$ cat src/rtl/conf_reg_sink.sv
// ============================================================================
// Module   : conf_reg_sink
// Purpose  : CONF write-stream sink; FIFO-buffered commits into a register
//            bank with registered readback and out-of-range drop counter.
//            Optional macro CONF_BYPASS_EN: commit at the accept edge when
//            the FIFO is empty and hold is low.
// Revision : 1.0  initial release
// ============================================================================
`default_nettype none

module conf_reg_sink #(
  parameter int ADDR_WIDTH = 4,
  parameter int DATA_WIDTH = 16,
  parameter int NUM_REGS   = 12,
  parameter int FIFO_DEPTH = 4
) (
  input  logic                           clk,
  input  logic                           rst,
  input  logic                           c_valid,
  input  logic [ADDR_WIDTH-1:0]          c_addr,
  input  logic [DATA_WIDTH-1:0]          c_data,
  output logic                           c_ready,
  input  logic                           hold,
  output logic [NUM_REGS*DATA_WIDTH-1:0] regs_flat,
  input  logic [ADDR_WIDTH-1:0]          rd_addr,
  output logic [DATA_WIDTH-1:0]          rd_data,
  output logic [$clog2(FIFO_DEPTH):0]    fifo_level,
  output logic [7:0]                     err_cnt
);

  localparam int PTR_W = $clog2(FIFO_DEPTH);
  localparam int LVL_W = PTR_W + 1;
  localparam logic [LVL_W-1:0]      c_full_lvl = LVL_W'(FIFO_DEPTH);
  localparam logic [ADDR_WIDTH:0]   c_num_regs = (ADDR_WIDTH+1)'(NUM_REGS);

  logic [ADDR_WIDTH-1:0] r_fifo_addr [FIFO_DEPTH];
  logic [DATA_WIDTH-1:0] r_fifo_data [FIFO_DEPTH];
  logic [PTR_W-1:0]      r_wptr;
  logic [PTR_W-1:0]      r_rptr;
  logic [LVL_W-1:0]      r_level;
  logic [7:0]            r_err_cnt;
  logic [DATA_WIDTH-1:0] r_rd_data;

  logic                  w_accept;
  logic                  w_bypass;
  logic                  w_push;
  logic                  w_pop;
  logic                  w_commit_en;
  logic [ADDR_WIDTH-1:0] w_commit_addr;
  logic [DATA_WIDTH-1:0] w_commit_data;
  logic                  w_commit_oob;
  logic [DATA_WIDTH-1:0] w_rd_sel;

  assign c_ready  = ~rst & (r_level != c_full_lvl);
  assign w_accept = c_valid & c_ready;
  assign w_pop    = (r_level != '0) & ~hold;

`ifdef CONF_BYPASS_EN
  // Only an idle, unheld sink may short-circuit the FIFO; this keeps ordering.
  assign w_bypass = w_accept & (r_level == '0) & ~hold;
`else
  assign w_bypass = 1'b0;
`endif

  assign w_push        = w_accept & ~w_bypass;
  assign w_commit_en   = w_pop | w_bypass;
  assign w_commit_addr = w_pop ? r_fifo_addr[r_rptr] : c_addr;
  assign w_commit_data = w_pop ? r_fifo_data[r_rptr] : c_data;
  assign w_commit_oob  = w_commit_en & ({1'b0, w_commit_addr} >= c_num_regs);

  always_ff @(posedge clk) begin
    if (w_push) begin
      r_fifo_addr[r_wptr] <= c_addr;
      r_fifo_data[r_wptr] <= c_data;
    end
  end

  always_ff @(posedge clk) begin
    if (rst) begin
      r_wptr  <= '0;
      r_rptr  <= '0;
      r_level <= '0;
    end else begin
      if (w_push) r_wptr <= r_wptr + 1'b1;
      if (w_pop)  r_rptr <= r_rptr + 1'b1;
      case ({w_push, w_pop})
        2'b10:   r_level <= r_level + 1'b1;
        2'b01:   r_level <= r_level - 1'b1;
        default: r_level <= r_level;
      endcase
    end
  end

  always_ff @(posedge clk) begin
    if (rst) begin
      r_err_cnt <= '0;
    end else if (w_commit_oob && (r_err_cnt != 8'hFF)) begin
      r_err_cnt <= r_err_cnt + 8'd1;
    end
  end

  for (genvar gi = 0; gi < NUM_REGS; gi++) begin : g_reg
    logic [DATA_WIDTH-1:0] r_reg;

    always_ff @(posedge clk) begin
      if (rst) begin
        r_reg <= '0;
      end else if (w_commit_en && (w_commit_addr == ADDR_WIDTH'(gi))) begin
        r_reg <= w_commit_data;
      end
    end

    assign regs_flat[gi*DATA_WIDTH +: DATA_WIDTH] = r_reg;
  end

  // Unmatched addresses fall through to zero.
  always_comb begin
    w_rd_sel = '0;
    for (int i = 0; i < NUM_REGS; i++) begin
      if (rd_addr == ADDR_WIDTH'(i)) w_rd_sel = regs_flat[i*DATA_WIDTH +: DATA_WIDTH];
    end
  end

  always_ff @(posedge clk) begin
    if (rst) r_rd_data <= '0;
    else     r_rd_data <= w_rd_sel;
  end

  assign rd_data    = r_rd_data;
  assign fifo_level = r_level;
  assign err_cnt    = r_err_cnt;

endmodule

`default_nettype wire

$ cat config.mk
export PLATFORM = sky130hd
export DESIGN_NAME = conf_reg_sink
export DESIGN_NICKNAME = d
export VERILOG_FILES = /design/src/rtl/conf_reg_sink.sv
export SDC_FILE = /design/constraint.sdc
export NUM_CORES = 1
export LEC_CHECK = 0
export CORE_ASPECT_RATIO = 0.6
export CORE_MARGIN = 4
export CORE_UTILIZATION = 35
export CTS_BUF_LIST = sky130_fd_sc_hd__clkbuf_8
export DETAILED_ROUTE_END_ITERATION = 7
export PLACE_DENSITY = 0.67
export SLEW_MARGIN = 20
export SYNTH_ARGS = -nofsm -noshare
export SYNTH_HDL_FRONTEND = slang
export SYNTH_SLANG_ARGS = --single-unit
export TNS_END_PERCENT = 20
$ cat constraint.sdc
create_clock -name clk -period 2.5 [get_ports clk]
set_clock_uncertainty 0.15 [all_clocks]
set_input_delay 0.375 -clock clk [delete_from_list [all_inputs] [get_ports clk]]
set_output_delay 0.375 -clock clk [all_outputs]
set_load 0.01 [all_outputs]
==> results of run 1 <==
==> final cells by class <==
type | instances | area (um2) | share of cell area
Inverter | 13 | 48.80 | 0.002676
Timing Repair Buffer | 350 | 3630 | 0.1991
Clock buffer | 60 | 825.8 | 0.04529
Sequential cell | 305 | 6912 | 0.3791
Multi-Input combinational cell | 791 | 6040 | 0.3312
Tap cell | 513 | 641.9 | 0.03520
Clock inverter | 25 | 136.4 | 0.007480
==> kinds of logic (layout without fill, tap and decap cells) <==
logic type / count (synthesis) / count (layout)
compound gates: 268 / 268
buf+inv: 129 / 448
fa+ha+maj: 7 / 7
mux: 145 / 145
simple gates: 361 / 361
flops: 305 / 305
xor+xnor: 10 / 10
==> Yosys cell counts, types with 4 or more instances <==
| cell type | count |
|---|---|
| sky130_fd_sc_hd__a31oi_1 | 9 |
| sky130_fd_sc_hd__nand4_1 | 5 |
| sky130_fd_sc_hd__nand3_1 | 6 |
| sky130_fd_sc_hd__nand2_1 | 62 |
| sky130_fd_sc_hd__buf_2 | 15 |
| sky130_fd_sc_hd__nor3b_1 | 24 |
| sky130_fd_sc_hd__dfxtp_1 | 225 |
| sky130_fd_sc_hd__nand4b_1 | 6 |
| sky130_fd_sc_hd__o21ai_0 | 108 |
| sky130_fd_sc_hd__o21ai_1 | 15 |
| sky130_fd_sc_hd__a21o_1 | 33 |
| sky130_fd_sc_hd__nand3b_1 | 98 |
| sky130_fd_sc_hd__o22ai_1 | 5 |
| sky130_fd_sc_hd__mux4_1 | 5 |
| sky130_fd_sc_hd__mux2_4 | 12 |
| sky130_fd_sc_hd__inv_1 | 12 |
| sky130_fd_sc_hd__nor2b_1 | 48 |
| sky130_fd_sc_hd__o21bai_1 | 4 |
| sky130_fd_sc_hd__buf_6 | 7 |
| sky130_fd_sc_hd__nor3_1 | 8 |
| sky130_fd_sc_hd__a211o_1 | 6 |
| sky130_fd_sc_hd__a22o_1 | 5 |
| sky130_fd_sc_hd__clkbuf_1 | 79 |
| sky130_fd_sc_hd__mux4_2 | 27 |
| sky130_fd_sc_hd__mux2i_1 | 59 |
| sky130_fd_sc_hd__nor2_1 | 44 |
| sky130_fd_sc_hd__o21a_1 | 10 |
| sky130_fd_sc_hd__ha_1 | 6 |
| sky130_fd_sc_hd__and3_1 | 6 |
| sky130_fd_sc_hd__edfxtp_1 | 80 |
| sky130_fd_sc_hd__mux2_2 | 42 |
| sky130_fd_sc_hd__buf_1 | 15 |
| sky130_fd_sc_hd__xnor2_1 | 5 |
| sky130_fd_sc_hd__o221ai_1 | 9 |
| sky130_fd_sc_hd__and2_1 | 4 |
| sky130_fd_sc_hd__nand3b_2 | 10 |
| sky130_fd_sc_hd__a221oi_1 | 5 |
| sky130_fd_sc_hd__xor2_1 | 5 |
| sky130_fd_sc_hd__a21oi_1 | 39 |
| sky130_fd_sc_hd__o21ai_2 | 10 |
| sky130_fd_sc_hd__nand2b_1 | 26 |
==> repair_timing <==
item / in CTS / in global routing
pin swaps: 0 / 0
endpoints found under the setup margin: 80 / 40
buffers inserted: 0 / 0
resized for setup: 4 / 7
==> layout by cell type (no fill, tap or decap), types with 24 or more instances in the layout <==
master,instances
sky130_fd_sc_hd__a21oi_1,38
sky130_fd_sc_hd__mux2i_1,59
sky130_fd_sc_hd__nor3b_1,24
sky130_fd_sc_hd__nand2b_1,26
sky130_fd_sc_hd__nor2b_1,47
sky130_fd_sc_hd__nand3b_1,98
sky130_fd_sc_hd__clkbuf_8,60
sky130_fd_sc_hd__clkdlybuf4s50_1,243
sky130_fd_sc_hd__dfxtp_1,223
sky130_fd_sc_hd__buf_12,31
sky130_fd_sc_hd__edfxtp_1,80
sky130_fd_sc_hd__mux4_2,28
sky130_fd_sc_hd__nor2_1,44
sky130_fd_sc_hd__buf_4,72
sky130_fd_sc_hd__mux2_2,42
sky130_fd_sc_hd__a21o_1,33
sky130_fd_sc_hd__o21ai_0,108
sky130_fd_sc_hd__nand2_1,62
==> worst max-delay path by stage <==
stage,from,to,slack [ns],depth (start not counted)
floorplan,fifo_level[0],fifo_level[2],0.003,10
global placement,hold,fifo_level[2],-0.10,9
detailed placement,hold,g_reg[8].r_reg[13],-0.20,7
CTS,flop,g_reg[5].r_reg[8],0.03,5
global route,flop,g_reg[4].r_reg[10],-0.02,5
finish,flop,g_reg[4].r_reg[3],0.03,5
==> per-stage QoR <==
stage / setup slack, ns / power, mW / setup TNS, ns / cells / utilization
after floorplan: 0.002697 / 6.920 / 0 / 1225 / -
after global placement: -0.1038 / 8.158 / -2.190 / 1972 / 0.4557
after detailed placement: -0.1996 / 8.218 / -4.252 / 1972 / 0.4557
after CTS: 0.02795 / 12.51 / 0 / 2057 / 0.4813
after global routing: -0.01576 / 13.01 / -0.09891 / 2057 / 0.4818
final: 0.02549 / 12.43 / 0 / 2057 / 0.4818
==> worst max-delay path: cells and delay by family (launching register included) <==
kind	cells	cell delay, ns
buffers and inverters	1	0.18
DFF	1	0.40
muxes	2	0.85
and+or+nand+nor	2	0.77
==> power breakdown <==
group | switching (mW) | total [mW] | internal, mW
clock | 2.02 | 4.29 | 2.26
sequential | 0.168 | 5.45 | 5.28
combinational | 1.46 | 2.70 | 1.23
==> metal layers <==
layer | vias to the layer above | global-route usage | share of wire
met3 | 86 | 0.05991 | 0.086
met2 | 428 | 0.3240 | 0.43
met4 | 2 | 0.07273 | 0.032
met5 | - | 0 | 0.00028
met1 | 5436 | 0.3104 | 0.45
li1 | 5031 | - | -
==> results.toml, run 1 <==
[outcome]
status = "finished clean"

[worst_setup_path]
worst-r2r-cell-count = 5
worst-endpoint-arrival_ns = 2.78
worstSetupPathType = "reg -> reg"
cp_cell_sequence = "mux4_2 -> or3b_4 -> or3_4 -> buf_12 -> mux2_4"
rr_endpoint = "g_reg[4].r_reg[3]"
critPathRequiredTime_ns = 2.81
timing.critical_path.slowest_cell_delay_ns = 0.55
reg2reg_slack_ns = 0.03
setup.worst_path.end_class = "flop"
start_kind = "flop"
crit_fanout = 26
critPathSlowestCell = "sky130_fd_sc_hd__mux4_2"

[clock_network]
htree_num_levels = 2
cts-hold-fix-buffers = 0
max-clock-path-buffers = 3
path_clk_slew_ns = 0.07
cts_made_buffers = 47
worstSkewPairLatency_ns = 0.57
tritoncts = "built"
clock_sink_count = 305
clockRootBuffer = "sky130_fd_sc_hd__clkbuf_8"

[synth]
synth_top_area_share = 0.3340
synth_ff_type = "sky130_fd_sc_hd__dfxtp_1"
ys.warnings.count = 0
ys_top_cells_by_area = "sky130_fd_sc_hd__dfxtp_1 (33%), sky130_fd_sc_hd__edfxtp_1 (18%), sky130_fd_sc_hd__nand3b_1 (5.5%)"
syn-num-nets = 1260
dominant_combinational_cell_family_by_area_after_synthesis = "simple AND/OR/NAND/NOR gates"
synth.area.mux_share = 0.1470
post_synth.cell_area_avg_um2 = 11.01
synth.lib_cells_used.distinct = 57
ys_seq_area_frac = 0.5121
ys_async_sr_fraction = 0
synth_area_um2 = 13490
yosys.area.top_type = "sky130_fd_sc_hd__dfxtp_1"
synth_compound_area_frac = 0.1223
synth-edff-count = 80
synthAdderAreaFrac = 0.007051
synthCells = 1225
ys_ff_latch = 305
post_synth_and_or_nand_nor_area_fraction = 0.1638
post_synth_xor_area_fraction = 0.006494

[detailed_routing]
detailroute.via_count = 10983
detail_route.wirelength_mm = 46.78
drtAntennaViolNets = 0
post_drt_via_cell_ratio = 5.339
drt-initial-drc-count = 962
post_drt_wl_per_cell_um = 22.74
drc = 0
drt_pre_antenna_iters = 6

[sta]
max_clock_freq_mhz = 404.1
final.min_clock_period_ns = 2.475
tightest_slew_ns = 0.8467
grt_setup_unrepaired = "true"
final-setup-viol-count = 0
report.final.slew_viol_count = 0
finalHoldViolations = 0
whs_ns = 0.09723
period_share = 0.9898
relSlewSlack = 0.4356

[layout]
areaGrowthSynthToFinish_pct = 35.20
largest_reg_flops = 192
num_antenna_cells = 0
drive_above_1_share = 0.1924
fill_cells = 3455
fin_area_um2 = 18230
layout.nets = 1543

[floorplan]
core.rowCount = 55
start_util = 0.3563
die-height_um = 160.1
placeableCoreArea_um2 = 37850
die_area_um2 = 41840
io_pins = 248
die-width_um = 261.4

[global_routing]
grt_remaining_overflow = 0
grt_max_degree = 162
grt.total_usage = 0.2190
first_global_vias = 10890
antenna_found_initial = 1
grt_first_pass_wirelength_mm = 70.10

[min_path]
worst_hold_path_type = "in -> reg"
hold-path-cell-count = 3
hold_path.startpoint = "rst"
hold_worst_path_end = "g_reg[6].r_reg[13]"

[place]
placement.io_buffers = 247
gpl.final_weighted_congestion = 0.8334
place_hpwl_mm = 33.62
placed_area_um2 = 17250

[power]
pwr_density_cell_nw_per_um2 = 681.8
power.ir.vdd_worst_mv = 0.3313
power_leakage_nw = 6.819

[flow_run]
timing.max_cap.violations = 0
(Power assumes the default switching activity.)
==> run 2: changes to the inputs <==
PLACE_DENSITY = 0.69   (was 0.67)
SLEW_MARGIN = 0   (was 20)
==> run 2 against run 1 <==
Fmax shrank 0.98%. Power grew 1.5%. Sequential share of layout area is essentially flat. Utilization is essentially flat. Register-to-register slack lost 0.02 ns. Global-route usage shrank 0.23 points. Critical path type unchanged. Critical endpoint is now g_reg[5].r_reg[3]. Largest cell class unchanged.
==> results.toml, run 2 (same netlist as run 1, synthesis figures left out) <==
[global_routing]
grt_remaining_overflow = 0
antenna_found_initial = 1
first_global_vias = 10807
grt.total_usage = 0.2167
grt_max_degree = 229
grt_first_pass_wirelength_mm = 69.38

[worst_setup_path]
critPathRequiredTime_ns = 2.82
worst-endpoint-arrival_ns = 2.82
crit_fanout = 7
endpoint = "g_reg[5].r_reg[3]"
worstSetupPathType = "reg -> reg"
rr_endpoint = "g_reg[5].r_reg[3]"
setup.worst_path.end_class = "flop"
start_kind = "flop"
worst-r2r-cell-count = 5
reg2reg_slack_ns = 0.0009

[sta]
final.min_clock_period_ns = 2.499
grt_setup_unrepaired = "true"
period_share = 0.9996
final-setup-viol-count = 0
tightest_slew_ns = 0.9044
relSlewSlack = 0.3970
report.final.slew_viol_count = 0
max_clock_freq_mhz = 400.1
finalHoldViolations = 0

[clock_network]
clockRootBuffer = "sky130_fd_sc_hd__clkbuf_8"
cts-hold-fix-buffers = 0
tritoncts = "built"
htree_num_levels = 2
worstSkewPairLatency_ns = 0.60
cts_made_buffers = 47
path_clk_slew_ns = 0.07
max-clock-path-buffers = 3
clock_sink_count = 305

[detailed_routing]
post_drt_via_cell_ratio = 5.290
detail_route.wirelength_mm = 46.64
drtAntennaViolNets = 0
drt-initial-drc-count = 990
detailroute.via_count = 10866
drt_pre_antenna_iters = 6
drc = 0
post_drt_wl_per_cell_um = 22.71

[place]
gpl.final_weighted_congestion = 0.8264
placement.io_buffers = 247
place_hpwl_mm = 32.48
dpl.cell_count = 1960

[layout]
fill_cells = 3423
register_area_um2 = 6913
instances_no_fill = 2054
final_core_utilization = 0.4819
largest_reg_flops = 192
num_antenna_cells = 0
layout.nets = 1538
areaGrowthSynthToFinish_pct = 35.24
drive_above_1_share = 0.1862
most_frequent_standard_cell_in_the_layout_excluding_fill_and_tap_cells = "sky130_fd_sc_hd__clkdlybuf4s50_1"
multiInputGateArea_um2 = 6037
commonest_non_fill_non_tap_cells_in_the_layout = "sky130_fd_sc_hd__clkdlybuf4s50_1 (243), sky130_fd_sc_hd__dfxtp_1 (222), sky130_fd_sc_hd__o21ai_0 (108), sky130_fd_sc_hd__nand3b_1 (98), sky130_fd_sc_hd__edfxtp_1 (80)"

[flow_run]
timing.max_cap.violations = 0

[floorplan]
die-width_um = 261.4
placeableCoreArea_um2 = 37850
die_area_um2 = 41840
start_util = 0.3563
core.rowCount = 55
io_pins = 248
die-height_um = 160.1

[power]
power_mw = 12.62
pwr_density_cell_nw_per_um2 = 691.9
power.ir.vdd_worst_mv = 0.4143
power_leakage_nw = 6.830

[outcome]
status = "finished clean"

[min_path]
worst_hold_path_type = "in -> reg"
## run 2: cell count changes in the layout (fill, tap and decap cells not counted), sizes merged
cell	delta
clkinv	-2
bufinv	+3
dlygate4sd2	-1
inv	+7
clkbuf	-5
buf	-6
dlymetal6s2s	+1
## run 2: worst min-delay path by stage
stage | from | endpoint | slack, ns | cells past startpoint
global placement | g_reg[6].r_reg[6] | g_reg[6].r_reg[6] | 0.32 | 2
floorplan | c_addr[0] | r_fifo_addr[0][0] | 0.32 | 0
detailed placement | g_reg[6].r_reg[0] | g_reg[6].r_reg[0] | 0.33 | 2
CTS | rst | fifo_level[1] | 0.02 | 3
finish | rst | fifo_level[1] | 0.06 | 3
global route | rst | fifo_level[1] | 0.04 | 3
## run 2: power by group
| part | internal (mW) | total, mW | switching (mW) | leakage (nW) |
|---|---|---|---|---|
| registers | 5.28 | 5.44 | 0.155 | 2.54 |
| clock network | 2.40 | 4.44 | 2.04 | 0.574 |
| logic | 1.25 | 2.74 | 1.49 | 3.71 |
## run 2: per-stage QoR
stage	hold slack [ns]	area [um2]	worst slack, ns	setup TNS, ns
4_1_cts	0.02302	18180	0.01158	0
3_3_place_gp	0.3224	17140	-0.3055	-2.938
3_5_place_dp	0.3318	17140	-0.2863	-4.054
6_report	0.05750	18240	0.0009099	0
5_1_grt	0.03831	18240	-0.02550	-0.1171
2_1_floorplan	0.3239	13490	0.002697	0
## run 2: area by class of cell
class | count | area share
flip-flops and latches | 305 | 0.3790
well taps | 513 | 0.03519
clock inverters | 33 | 0.01358
repair buffers | 345 | 0.1978
clock buffers | 54 | 0.04075
multi-input cells | 791 | 0.3310
inverters | 13 | 0.002675
## run 2: worst max-delay path, stage by stage, from the launching register on
cell,delay [ns]
sky130_fd_sc_hd__dfxtp_4,0.38
sky130_fd_sc_hd__mux4_2,0.51
sky130_fd_sc_hd__or3b_1,0.40
sky130_fd_sc_hd__or3_4,0.47
sky130_fd_sc_hd__buf_12,0.18
sky130_fd_sc_hd__mux2_4,0.29
## run 2: timing repair
action,4_1_cts,5_1_grt
gates cloned,1,1
setup endpoints to repair,44,77
hold endpoints to repair,0,0
pin swaps,0,3
setup buffers,2,3
resized for setup,5,6
## run 2: per-layer routing
layer	GRT usage	vias to the layer above	wire (um)
met3	0.06435	65	4093
li1	-	5010	-
met5	0	-	0
met4	0.05285	0	1063
met1	0.3076	5378	21330
met2	0.3255	413	20160
==> run 3: changes to the inputs <==
SKIP_CTS_REPAIR_TIMING = 1   (was default)
==> run 3 against run 2 <==
Register-to-register slack improved by 0.05 ns. Clock power is essentially flat. Sequential power barely moved. Largest cell class unchanged. Clock-buffer cell count stayed put. Largest power group unchanged. Critical path type unchanged.
==> results.toml, run 3 (same netlist as run 1, synthesis figures left out) <==
[outcome]
status = "finished clean"

[layout]
fin_area_um2 = 18180
largest_reg_flops = 192
final_core_utilization = 0.4803
layout.nets = 1534
most_frequent_standard_cell_in_the_layout_excluding_fill_and_tap_cells = "sky130_fd_sc_hd__clkdlybuf4s50_1"
areaGrowthSynthToFinish_pct = 34.78
commonest_non_fill_non_tap_cells_in_the_layout = "sky130_fd_sc_hd__clkdlybuf4s50_1 (243), sky130_fd_sc_hd__dfxtp_1 (222), sky130_fd_sc_hd__o21ai_0 (108), sky130_fd_sc_hd__nand3b_1 (98), sky130_fd_sc_hd__edfxtp_1 (80)"
drive_above_1_share = 0.1835
instances_no_fill = 2051

[global_routing]
antenna_found_initial = 1
gr-usage-met2 = 0.3256
grt_remaining_overflow = 0
grt_busiest_layer = "met2"
first_global_vias = 10795
met1_usage = 0.3069
grt.total_usage = 0.2161
grt_max_degree = 229
grt_use_met3 = 0.06435
grt_first_pass_wirelength_mm = 69.19

[sta]
period_share = 0.9786
setup_total_negative_slack_ns = 0
tightest_slew_ns = 1.067
final.min_clock_period_ns = 2.446
report.final.slew_viol_count = 0
grt_setup_unrepaired = "true"
finalHoldViolations = 0
max_clock_freq_mhz = 408.8
relSlewSlack = 0.2886
final-setup-viol-count = 0

[clock_network]
clockRootBuffer = "sky130_fd_sc_hd__clkbuf_8"
cts_made_buffers = 47
worstSkewPairLatency_ns = 0.59
clock_sink_count = 305
path_clk_slew_ns = 0.07
htree_num_levels = 2
max-clock-path-buffers = 3
tritoncts = "built"

[detailed_routing]
drt-initial-drc-count = 925
post_drt_via_cell_ratio = 5.269
detailroute.via_count = 10807
post_drt_wl_per_cell_um = 22.61
drt_pre_antenna_iters = 5
drtAntennaViolNets = 0
detail_route.wirelength_mm = 46.37
drc = 0

[min_path]
hold_worst_path_end = "fifo_level[1]"
hold_path.startpoint = "rst"
hold-path-cell-count = 3
worst_hold_path_type = "in -> reg"

[worst_setup_path]
timing.critical_path.slowest_cell_delay_ns = 0.42
rr_endpoint = "g_reg[4].r_reg[13]"
cp_cell_sequence = "buf_4 -> mux4_2 -> or3b_1 -> or3_1 -> buf_12 -> mux2_4"
start_kind = "flop"
crit_fanout = 26
worst-endpoint-arrival_ns = 2.76
worst-r2r-cell-count = 6
worstSetupPathType = "reg -> reg"
critPathRequiredTime_ns = 2.82
reg2reg_slack_ns = 0.05
critPathSlowestCell = "sky130_fd_sc_hd__mux4_2"
setup.worst_path.end_class = "flop"

[floorplan]
io_pins = 248
placeableCoreArea_um2 = 37850
die-width_um = 261.4
core.rowCount = 55
start_util = 0.3563
die-height_um = 160.1
die_area_um2 = 41840

[place]
placement.io_buffers = 247
place_hpwl_mm = 32.48
gpl.final_weighted_congestion = 0.8264
placed_area_um2 = 17140
dpl.cell_count = 1960

[power]
p_seq_frac = 0.432
total_switching_power_mw = 3.679
switching_share = 0.2926
cell_internal_pwr_mw = 8.896
power_leakage_nw = 6.796
proportion_of_power_drawn_by_combinational_gates = 0.215
power.ir.vdd_worst_mv = 0.4143
pwr_density_cell_nw_per_um2 = 691.8
clock_power_share = 0.353

[flow_run]
timing.max_cap.violations = 0
## run 3: changes by cell type in the layout (fill, tap and decap cells not counted)
cell,change
sky130_fd_sc_hd__and4_4,-1
sky130_fd_sc_hd__mux4_2,+1
sky130_fd_sc_hd__diode_2,+1
sky130_fd_sc_hd__nor2_1,+1
sky130_fd_sc_hd__nor2_2,-1
sky130_fd_sc_hd__buf_6,-1
sky130_fd_sc_hd__dfxtp_4,-1
sky130_fd_sc_hd__and4_1,+1
sky130_fd_sc_hd__buf_4,-2
sky130_fd_sc_hd__mux4_1,-1
sky130_fd_sc_hd__dfxtp_2,+1
sky130_fd_sc_hd__buf_16,-1
## run 3: worst max path at each step
stage,start,end,slack (ns),cells after the start
after CTS,flop,g_reg[5].r_reg[8],-0.07,5
after global routing,flop,g_reg[4].r_reg[8],-0.01,6
after global placement,rd_addr[2],rd_data[1],-0.31,7
after detailed placement,rd_addr[2],rd_data[1],-0.29,7
after floorplan,fifo_level[0],fifo_level[2],0.003,10
final,flop,g_reg[4].r_reg[13],0.05,6
## run 3: per-stage QoR
step	total power, mW	hold WS (ns)	setup slack, ns
2_1_floorplan	6.920	0.3239	0.002697
3_3_place_gp	8.159	0.3224	-0.3055
3_5_place_dp	8.200	0.3318	-0.2863
4_1_cts	12.63	0.02907	-0.06902
5_1_grt	13.11	0.03831	-0.01335
6_report	12.58	0.05587	0.05358
## run 3: final cells by class
| type | count | area, um2 |
|---|---|---|
| inverter | 13 | 48.80 |
| timing repair buffer | 341 | 3555 |
| clock inverter | 33 | 247.7 |
| multi-input combinational | 791 | 6028 |
| fill | 3426 | 19670 |
| clock buffer | 54 | 743.2 |
| sequential | 305 | 6910 |
| antenna | 1 | 2.502 |
| tap | 513 | 641.9 |
## run 3: worst max-delay path, delay by kind of cell, from the launching register on
| family | cells | cell delay, ns |
|---|---|---|
| and+or+nand+nor | 2 | 0.74 |
| muxes | 2 | 0.73 |
| buffers and inverters | 2 | 0.36 |
| DFF | 1 | 0.35 |
## run 3: metal layers
metal  wire length, um  vias to the layer above
met5                 0                        -
met4               994                        0
met3              4066                       63
met2             20040                      365
met1             21270                     5380
li1                  -                     4999
## run 3: power groups by stage
stage	sequential [mW]	combinational (mW)	clock, mW
floorplan	5.54	1.38	0
global placement	5.52	2.63	0
detailed placement	5.53	2.66	0
CTS	5.43	2.67	4.53
global route	5.45	2.90	4.76
finish	5.43	2.70	4.44
